## config.mk

```make
export PLATFORM = sky130hd
export DESIGN_NAME = cla16_pipe_adder_flat
export DESIGN_NICKNAME = d
export VERILOG_FILES = /design/src/rtl/cla_pkg.sv /design/src/rtl/cla16_pipe_adder_if.sv /design/src/rtl/cla_group_pg4.sv /design/src/rtl/cla16_pipe_adder.sv /design/src/flat_wrapper.sv
export SDC_FILE = /design/constraint.sdc
export NUM_CORES = 1
export LEC_CHECK = 0
export ABC_AREA = 1
export BUFFER_PORTS_ARGS = -buffer_cell sky130_fd_sc_hd__clkbuf_2
export CORE_MARGIN = 1
export CORE_UTILIZATION = 45
export DETAILED_ROUTE_END_ITERATION = 6
export PLACE_DENSITY = 0.67
export SYNTH_ARGS = -nofsm -noshare
export SYNTH_HDL_FRONTEND = slang
export SYNTH_SLANG_ARGS = --single-unit
```

## constraint.sdc

```tcl
create_clock -name clk -period 2.13 [get_ports clk]
set_input_delay 0.426 -clock clk [delete_from_list [all_inputs] [get_ports clk]]
set_output_delay 0.426 -clock clk [all_outputs]
set_load 0.05 [all_outputs]
```

## src/rtl/cla_pkg.sv

```systemverilog
// Shared constants, types and the in-group carry lookahead for the 16-bit pipelined CLA.
// Optional flag logic is controlled by the CLA16_FLAGS_EN macro in cla16_pipe_adder.sv.
package cla_pkg;

    localparam int DATA_W = 16;
    localparam int GRP_W  = 4;
    localparam int N_GRP  = 4;

    typedef struct packed {
        logic [GRP_W-1:0] p;
        logic [GRP_W-1:0] g;
    } pg_t;

    typedef struct packed {
        logic [DATA_W-1:0] a;
        logic [DATA_W-1:0] b;
        logic              cin;
        logic [DATA_W-1:0] p;
        logic [DATA_W-1:0] g;
        logic [N_GRP-1:0]  gp;
        logic [N_GRP-1:0]  gg;
    } stage1_t;

    // Carry into each bit of a group, flat two-level form from the group carry-in.
    function automatic logic [GRP_W-1:0] grp_carries(input pg_t pg, input logic ci);
        logic [GRP_W-1:0] c;
        c[0] = ci;
        c[1] = pg.g[0] | (pg.p[0] & ci);
        c[2] = pg.g[1] | (pg.p[1] & pg.g[0]) | (pg.p[1] & pg.p[0] & ci);
        c[3] = pg.g[2] | (pg.p[2] & pg.g[1]) | (pg.p[2] & pg.p[1] & pg.g[0])
             | (pg.p[2] & pg.p[1] & pg.p[0] & ci);
        return c;
    endfunction

endpackage

```

## src/rtl/cla16_pipe_adder_if.sv

```systemverilog
// Operand/result handshake bundle for cla16_pipe_adder.
// The adder takes the slave modport; the operand source/result sink takes master.
interface cla16_pipe_adder_if;
    import cla_pkg::*;

    logic              in_valid;
    logic              in_ready;
    logic [DATA_W-1:0] a;
    logic [DATA_W-1:0] b;
    logic              cin;
    logic              out_valid;
    logic              out_ready;
    logic [DATA_W-1:0] sum;
    logic              cout;
    logic              ovf;
    logic              zero;

    modport master (
        output in_valid, a, b, cin, out_ready,
        input  in_ready, out_valid, sum, cout, ovf, zero
    );

    modport slave (
        input  in_valid, a, b, cin, out_ready,
        output in_ready, out_valid, sum, cout, ovf, zero
    );

endinterface

```

## src/rtl/cla_group_pg4.sv

```systemverilog
// 4-bit group propagate/generate: group propagates when all bits propagate,
// group generates when some bit generates and every higher bit propagates it.
module cla_group_pg4
    import cla_pkg::*;
(
    input  pg_t  pg,
    output logic gp,
    output logic gg
);

    assign gp = &pg.p;
    assign gg = pg.g[3]
              | (pg.p[3] & pg.g[2])
              | (pg.p[3] & pg.p[2] & pg.g[1])
              | (pg.p[3] & pg.p[2] & pg.p[1] & pg.g[0]);

endmodule

```

## src/rtl/cla16_pipe_adder.sv

```systemverilog
// Two-stage pipelined 16-bit carry-lookahead adder with valid/ready on both sides.
// Define CLA16_FLAGS_EN to compute ovf/zero; otherwise those outputs are tied to 0.
module cla16_pipe_adder
    import cla_pkg::*;
(
    input  logic               clk,
    input  logic               rst_n,
    cla16_pipe_adder_if.slave  bus
);

    // Handshake: a beat transfers on a rising edge where valid && ready are both high.
    // Ready never looks at valid, and a producer holds its data steady until it transfers.
    logic              s1_valid;
    logic              out_valid_q;
    logic              advance;
    logic              accept;
    stage1_t           s1_d;
    stage1_t           s1_q;
    logic [DATA_W-1:0] p_d;
    logic [DATA_W-1:0] g_d;
    logic [N_GRP-1:0]  gp_d;
    logic [N_GRP-1:0]  gg_d;

    assign advance      = !out_valid_q || bus.out_ready;
    assign bus.in_ready = rst_n && (!s1_valid || advance);
    assign accept       = bus.in_valid && bus.in_ready;

    // Stage 1: bit and group propagate/generate terms
    assign p_d = bus.a ^ bus.b;
    assign g_d = bus.a & bus.b;

    for (genvar k = 0; k < N_GRP; k++) begin : g_grp
        pg_t grp_pg;
        assign grp_pg.p = p_d[k*GRP_W +: GRP_W];
        assign grp_pg.g = g_d[k*GRP_W +: GRP_W];
        cla_group_pg4 u_pg (
            .pg (grp_pg),
            .gp (gp_d[k]),
            .gg (gg_d[k])
        );
    end

    assign s1_d = '{a: bus.a, b: bus.b, cin: bus.cin, p: p_d, g: g_d, gp: gp_d, gg: gg_d};

    always_ff @(posedge clk or negedge rst_n) begin
        if (!rst_n) begin
            s1_valid <= 1'b0;
            s1_q     <= '0;
        end else if (bus.in_ready) begin
            s1_valid <= bus.in_valid;
            if (accept) begin
                s1_q <= s1_d;
            end
        end
    end

    // Stage 2: group carries, all taken straight from stage-1 terms and cin (no ripple)
    logic [N_GRP:0]    grp_c;
    logic [DATA_W-1:0] c;
    logic [DATA_W-1:0] sum_d;
    pg_t               pg_sel;

    assign grp_c[0] = s1_q.cin;
    assign grp_c[1] = s1_q.gg[0] | (s1_q.gp[0] & s1_q.cin);
    assign grp_c[2] = s1_q.gg[1] | (s1_q.gp[1] & s1_q.gg[0])
                    | (s1_q.gp[1] & s1_q.gp[0] & s1_q.cin);
    assign grp_c[3] = s1_q.gg[2] | (s1_q.gp[2] & s1_q.gg[1])
                    | (s1_q.gp[2] & s1_q.gp[1] & s1_q.gg[0])
                    | (s1_q.gp[2] & s1_q.gp[1] & s1_q.gp[0] & s1_q.cin);
    assign grp_c[4] = s1_q.gg[3] | (s1_q.gp[3] & s1_q.gg[2])
                    | (s1_q.gp[3] & s1_q.gp[2] & s1_q.gg[1])
                    | (s1_q.gp[3] & s1_q.gp[2] & s1_q.gp[1] & s1_q.gg[0])
                    | (s1_q.gp[3] & s1_q.gp[2] & s1_q.gp[1] & s1_q.gp[0] & s1_q.cin);

    always_comb begin
        c      = '0;
        pg_sel = '0;
        for (int k = 0; k < N_GRP; k++) begin
            pg_sel.p = s1_q.p[k*GRP_W +: GRP_W];
            pg_sel.g = s1_q.g[k*GRP_W +: GRP_W];
            c[k*GRP_W +: GRP_W] = grp_carries(pg_sel, grp_c[k]);
        end
    end

    assign sum_d = s1_q.p ^ c;

    logic [DATA_W-1:0] sum_q;
    logic              cout_q;

    always_ff @(posedge clk or negedge rst_n) begin
        if (!rst_n) begin
            out_valid_q <= 1'b0;
            sum_q       <= '0;
            cout_q      <= 1'b0;
        end else if (advance) begin
            out_valid_q <= s1_valid;
            if (s1_valid) begin
                sum_q  <= sum_d;
                cout_q <= grp_c[N_GRP];
            end
        end
    end

`ifdef CLA16_FLAGS_EN
    logic ovf_q;
    logic zero_q;

    always_ff @(posedge clk or negedge rst_n) begin
        if (!rst_n) begin
            ovf_q  <= 1'b0;
            zero_q <= 1'b0;
        end else if (advance && s1_valid) begin
            ovf_q  <= c[DATA_W-1] ^ grp_c[N_GRP];
            zero_q <= (sum_d == '0);
        end
    end

    assign bus.ovf  = ovf_q;
    assign bus.zero = zero_q;
`else
    assign bus.ovf  = 1'b0;
    assign bus.zero = 1'b0;
`endif

    assign bus.out_valid = out_valid_q;
    assign bus.sum       = sum_q;
    assign bus.cout      = cout_q;

endmodule

```

## src/flat_wrapper.sv

```systemverilog
// flat-port wrapper written by rule: the top's interface ports become plain ports
module cla16_pipe_adder_flat import cla_pkg::*;
  (clk, rst_n, bus_in_valid, bus_a, bus_b, bus_cin, bus_out_ready, bus_in_ready, bus_out_valid, bus_sum, bus_cout, bus_ovf, bus_zero);
  cla16_pipe_adder_if bus_i ();
  input  logic clk;
  input  logic rst_n;
  input wire logic [$bits(bus_i.in_valid)-1:0] bus_in_valid;
  input wire logic [$bits(bus_i.a)-1:0] bus_a;
  input wire logic [$bits(bus_i.b)-1:0] bus_b;
  input wire logic [$bits(bus_i.cin)-1:0] bus_cin;
  input wire logic [$bits(bus_i.out_ready)-1:0] bus_out_ready;
  output wire logic [$bits(bus_i.in_ready)-1:0] bus_in_ready;
  output wire logic [$bits(bus_i.out_valid)-1:0] bus_out_valid;
  output wire logic [$bits(bus_i.sum)-1:0] bus_sum;
  output wire logic [$bits(bus_i.cout)-1:0] bus_cout;
  output wire logic [$bits(bus_i.ovf)-1:0] bus_ovf;
  output wire logic [$bits(bus_i.zero)-1:0] bus_zero;
  assign bus_i.in_valid = bus_in_valid;
  assign bus_i.a = bus_a;
  assign bus_i.b = bus_b;
  assign bus_i.cin = bus_cin;
  assign bus_i.out_ready = bus_out_ready;
  assign bus_in_ready = bus_i.in_ready;
  assign bus_out_valid = bus_i.out_valid;
  assign bus_sum = bus_i.sum;
  assign bus_cout = bus_i.cout;
  assign bus_ovf = bus_i.ovf;
  assign bus_zero = bus_i.zero;
  cla16_pipe_adder u_core (.clk(clk), .rst_n(rst_n), .bus(bus_i));
endmodule
```

* Yosys cells after proc, flatten, opt, wreduce, memory -nomap -nowiden
Cells that the tools add are included.
Storage, ports and cells: word-level logic and storage cells 142, register bits 59
Operators by class: bitwise logic cells 121, reductions and logical operators 12
Operators with widths (count):
- 1-bit bitwise AND | 72
- 1-bit bitwise OR | 46
- 16-bit bitwise XOR | 2
- 16-bit bitwise AND | 1
- 4-bit AND reduction | 4
- 2-bit AND reduction | 2
- 1-bit logical AND | 2
- 1-bit logical NOT | 2
- 1-bit logical OR | 2

* Longest topological paths before layout
depth in word-level cells 7, depth in mapped cells 11, depth with buffers taken out 9

* Hierarchy
Synthesis repeated with hierarchy kept, for this count alone.
Unflattened totals: cells, all modules 374, area, all modules 3196.8 um2
By module, submodules not included:
- cla16_pipe_adder | times used 1, area each 3001.6 um2, cells each 330
- cla_group_pg4 | times used 4, area each 48.8 um2, cells each 11

* Least setup slack after synthesis
Ideal clock, no wire load.
kind register -> register, start point register u_core.out_valid_q, in the netlist u_core.bus.out_valid, end point register u_core.s1_q[16] in the netlist's numbering, arrival 1.594 ns, cell stages (with the launch flop) 12, slack 0.418 ns, required time 2.013 ns, setup time 0.117 ns, clock period less this slack 1.712 ns, cell sequence dfrtp_1 inv_1 nor2_2 nand2_1 nand2_1 inv_2 nand2_4 inv_2 buf_6 buf_6 nand2_1 o21ai_2
On the way: word-level cells in the longest chain between the ends 6
RTL lines:
- from (decl) | RTL line cla16_pipe_adder.sv:14 | logic out_valid_q;
- from (signal assigned) | RTL line cla16_pipe_adder.sv:96 | out_valid_q <= s1_valid;
- 1-bit logical NOT * | RTL line cla16_pipe_adder.sv:24 | assign advance = !out_valid_q || bus.out_ready;
- 1-bit logical OR * | RTL line cla16_pipe_adder.sv:24
- 1-bit logical OR * | RTL line cla16_pipe_adder.sv:25 | assign bus.in_ready = rst_n && (!s1_valid || advance);
- 1-bit logical AND * | RTL line cla16_pipe_adder.sv:25
- named net bus_in_ready | RTL line flat_wrapper.sv:12 | output wire logic [$bits(bus_i.in_ready)-1:0] bus_in_ready;
- 1-bit logical AND | RTL line cla16_pipe_adder.sv:26 | assign accept = bus.in_valid && bus.in_ready;
- 2-bit AND reduction (no line) *
- to (signal assigned) | RTL line cla16_pipe_adder.sv:48 | s1_q <= '0;
- to (signal assigned) | RTL line cla16_pipe_adder.sv:52 | s1_q <= s1_d;
- to (decl) | RTL line cla16_pipe_adder.sv:18 | stage1_t s1_q;
The timed path passes the listed nets; every way through them passes the cells marked *. A chain may end at the register's enable or synchronous reset.

* Final worst setup path
start point register u_core.out_valid_q, in the netlist u_core.bus.out_valid, end point output bus_in_ready
On the way: word-level cells in the longest chain between the ends 4
RTL lines (RTL line):
- 1-bit logical NOT | cla16_pipe_adder.sv:24
- 1-bit logical OR | cla16_pipe_adder.sv:24
- 1-bit logical OR | cla16_pipe_adder.sv:25
- 1-bit logical AND | cla16_pipe_adder.sv:25
- to (decl) | flat_wrapper.sv:12
No other way between the ends.

==> impl_metrics.json <==
{
  "cts_max_level": 2,
  "fin_util_pct": 54.4,
  "worstMarginPinSlew_ns": 0.689,
  "status": "completed",
  "grt_max_degree": 57,
  "ant_nets": 0,
  "crit_fanout": 3,
  "period_share_pct": 79.7,
  "synth.cell_area_sq_mm": 0.00287,
  "clkTransAtPathRegs_ns": 0.10,
  "cpPeakStageDelay_ns": 0.39,
  "postSynthAreaPerCell_sq_um": 8.38,
  "yosysMostFrequentCell": "nand2_1",
  "place_hpwl_mm": 4.21,
  "final_nets": 455,
  "portBuffers": 55,
  "postPlaceCellArea_sq_mm": 0.00319,
  "finalSetupViolCount": 0,
  "clock_path_buffers": 2,
  "rows": 28,
  "place_ws_ns": 0.387,
  "finalHoldViolCount": 0,
  "ioPinCount": 58,
  "required_ns": 1.70,
  "rsz0062_at_grt": "no",
  "cp-end-kind": "output port",
  "grt_remaining_overflow": 0,
  "grt_pass1_vias": 2205,
  "critPathArrivalTime_ns": 1.27,
  "globalplace.congestion": 0.836,
  "start_util_pct": 47.7,
  "ys_types": 24,
  "clock.fmax_mhz": 589,
  "final.setup_skew_ns": 0.0113,
  "fill_cells": 573,
  "n_antenna_cell": 0,
  "tritoncts": "built",
  "dr.first_iter.drc_count": 111,
  "synth_enable_flop_cells": 0,
  "slew_violations": 0,
  "die_h_microns": 81.9,
  "start_kind": "flop",
  "path_buf_inv": 3,
  "drv_cap": 0,
  "synth_top_area_cell": "dfrtp_1",
  "drc": 0,
  "synth_ff_type": "dfrtp_1",
  "synthArstFlopShare_pct": 100,
  "viasPerCell": 4.93,
  "cts_root_buf": "clkbuf_8",
  "seq_area_frac_synth_pct": 48.8,
  "timing.slew.headroom_pct": 54.0,
  "synth_common_cells": "nand2_1 (112), dfrtp_1 (56), inv_1 (30)",
  "hold_buffers": 0,
  "synthTopCellsByArea": "dfrtp_1 (49%), nand2_1 (15%), ha_1 (8.7%), nand3_1 (4.4%), inv_1 (3.9%)",
  "timing.hold.ws_ns": 0.266,
  "hp-class": "in -> async",
  "numCtsBuffers": 5,
  "vias": 2335,
  "syn2layout_area_growth_pct": 14.2,
  "critical-path-top-delay-family": "buffers and inverters",
  "final.setup.tns_ns": 0,
  "cts_resized": 0,
  "fin_area_sq_mm": 0.00328,
  "power.density_mw_per_mm2": 1050,
  "timing.final.crit_period_ns": 1.70,
  "grt_pass1_wl_mm": 9.67,
  "synth_top_area_share_pct": 48.8,
  "die_w_microns": 81.9,
  "syn-instance-count": 343,
  "slowest_stage": "dfrtp_1",
  "coreArea_sq_mm": 0.00603,
  "path_common_cell": "nand2_1",
  "crit_path_cell_trace": "inv_1 > nor2_2 > nand2_1 > nand2_1 > inv_2 > clkbuf_2",
  "cellLeakagePower_nw": 1.75,
  "cts_setup_buffers": 0,
  "fp.dieArea_sq_mm": 0.00671,
  "worstSetupPathType": "reg -> out",
  "peakVddDrop_mv": 0.479,
  "antenna_found_initial": 0,
  "ys_ff_latch": 56,
  "layout_setup_ws_ns": 0.432,
  "dr.pass1.iters": 4,
  "yosys_warnings": 0,
  "drive_above_1_share_pct": 19.5,
  "clock_latency_ns": 0.31,
  "drt_wl_total_mm": 5.64,
  "routedWlPerCell_microns": 11.9,
  "grtUsageTotal_pct": 19.0,
  "cts.sinks": 56
}
==> power breakdown <==
part / switching, W / internal (W) / total (W)
Clock: 0.000363 / 0.000234 / 0.000597
Combinational: 0.000987 / 0.000361 / 0.00135
Sequential: 0.000167 / 0.00132 / 0.00149
Total: 0.00152 / 0.00192 / 0.00344
==> final timing paths <==
path | from | end | slack [ns] | cells after the start
min in group clk | bus_out_ready | u_core.bus.out_valid | 0.34 | 2
hold reg to reg | u_core.bus.sum[8] | u_core.bus.sum[8] | 0.48 | 2
max in group asynchronous | rst_n | u_core.bus.sum[5] | 1.40 | 2
hold / removal | rst_n | u_core.bus.sum[15] | 0.27 | 2
setup reg to reg | u_core.bus.out_valid | u_core.s1_q[6] | 0.47 | 10
setup / recovery | u_core.bus.out_valid | bus_in_ready | 0.43 | 6
==> cell usage in the layout (no fill, tap or decap), types with 11 or more instances in the layout <==
master,count
o21ai_1,15
a21oi_1,11
o21ai_0,21
nand3_1,25
nor2_1,14
ha_1,20
inv_1,30
clkbuf_2,55
dfrtp_1,56
nand2_1,112
==> cell type report <==
class / instances / area, sq um / area share, %
sequential: 56 / 1400 / 42.7
multi-input combinational: 243 / 1260 / 38.5
timing repair buffer: 59 / 305 / 9.31
inverter: 33 / 124 / 3.78
tap: 75 / 93.8 / 2.86
clock buffer: 5 / 68.8 / 2.10
clock inverter: 3 / 23.8 / 0.725
==> through the flow <==
step	power (W)	cells
6_report	0.00344	474
5_1_grt	0.00366	474
4_1_cts	0.00348	474
3_5_place_dp	0.00288	466
3_3_place_gp	0.00285	466
2_1_floorplan	0.00253	344
==> worst reg2reg max path, cell delays in order (launching register included) <==
cell	delay, ns
dfrtp_1	0.39
inv_1	0.08
nor2_2	0.05
nand2_1	0.05
nand2_1	0.05
inv_2	0.08
nand2_4	0.12
inv_2	0.17
buf_4	0.32
nand2_1	0.11
o21ai_0	0.18
==> cell families after synthesis <==
kind of cell    share of synthesized area [%]
buf+inv                                  7.40
fa+ha+maj                                8.71
compound gates                           10.7
simple gates                             23.1
flops                                    48.8
xor+xnor                                 1.22
other cells                             0.131
==> registers in the layout, indices dropped and copies added (netlist names) <==
name,flops
u_core.bus.cout,1
u_core.bus.out_valid,1
u_core.bus.sum,16
u_core.c,1
u_core.pg_sel,7
u_core.s1_q,29
u_core.s1_valid,1
==> layer usage <==
| layer | global-route usage (%) | wire length [microns] |
|---|---|---|
| met5 | 0 | 0 |
| met4 | 5.61 | 48 |
| met3 | 3.78 | 152 |
| met2 | 33.6 | 2850 |
| met1 | 23.4 | 2590 |
No activity file was read; power rests on OpenSTA's default activity.
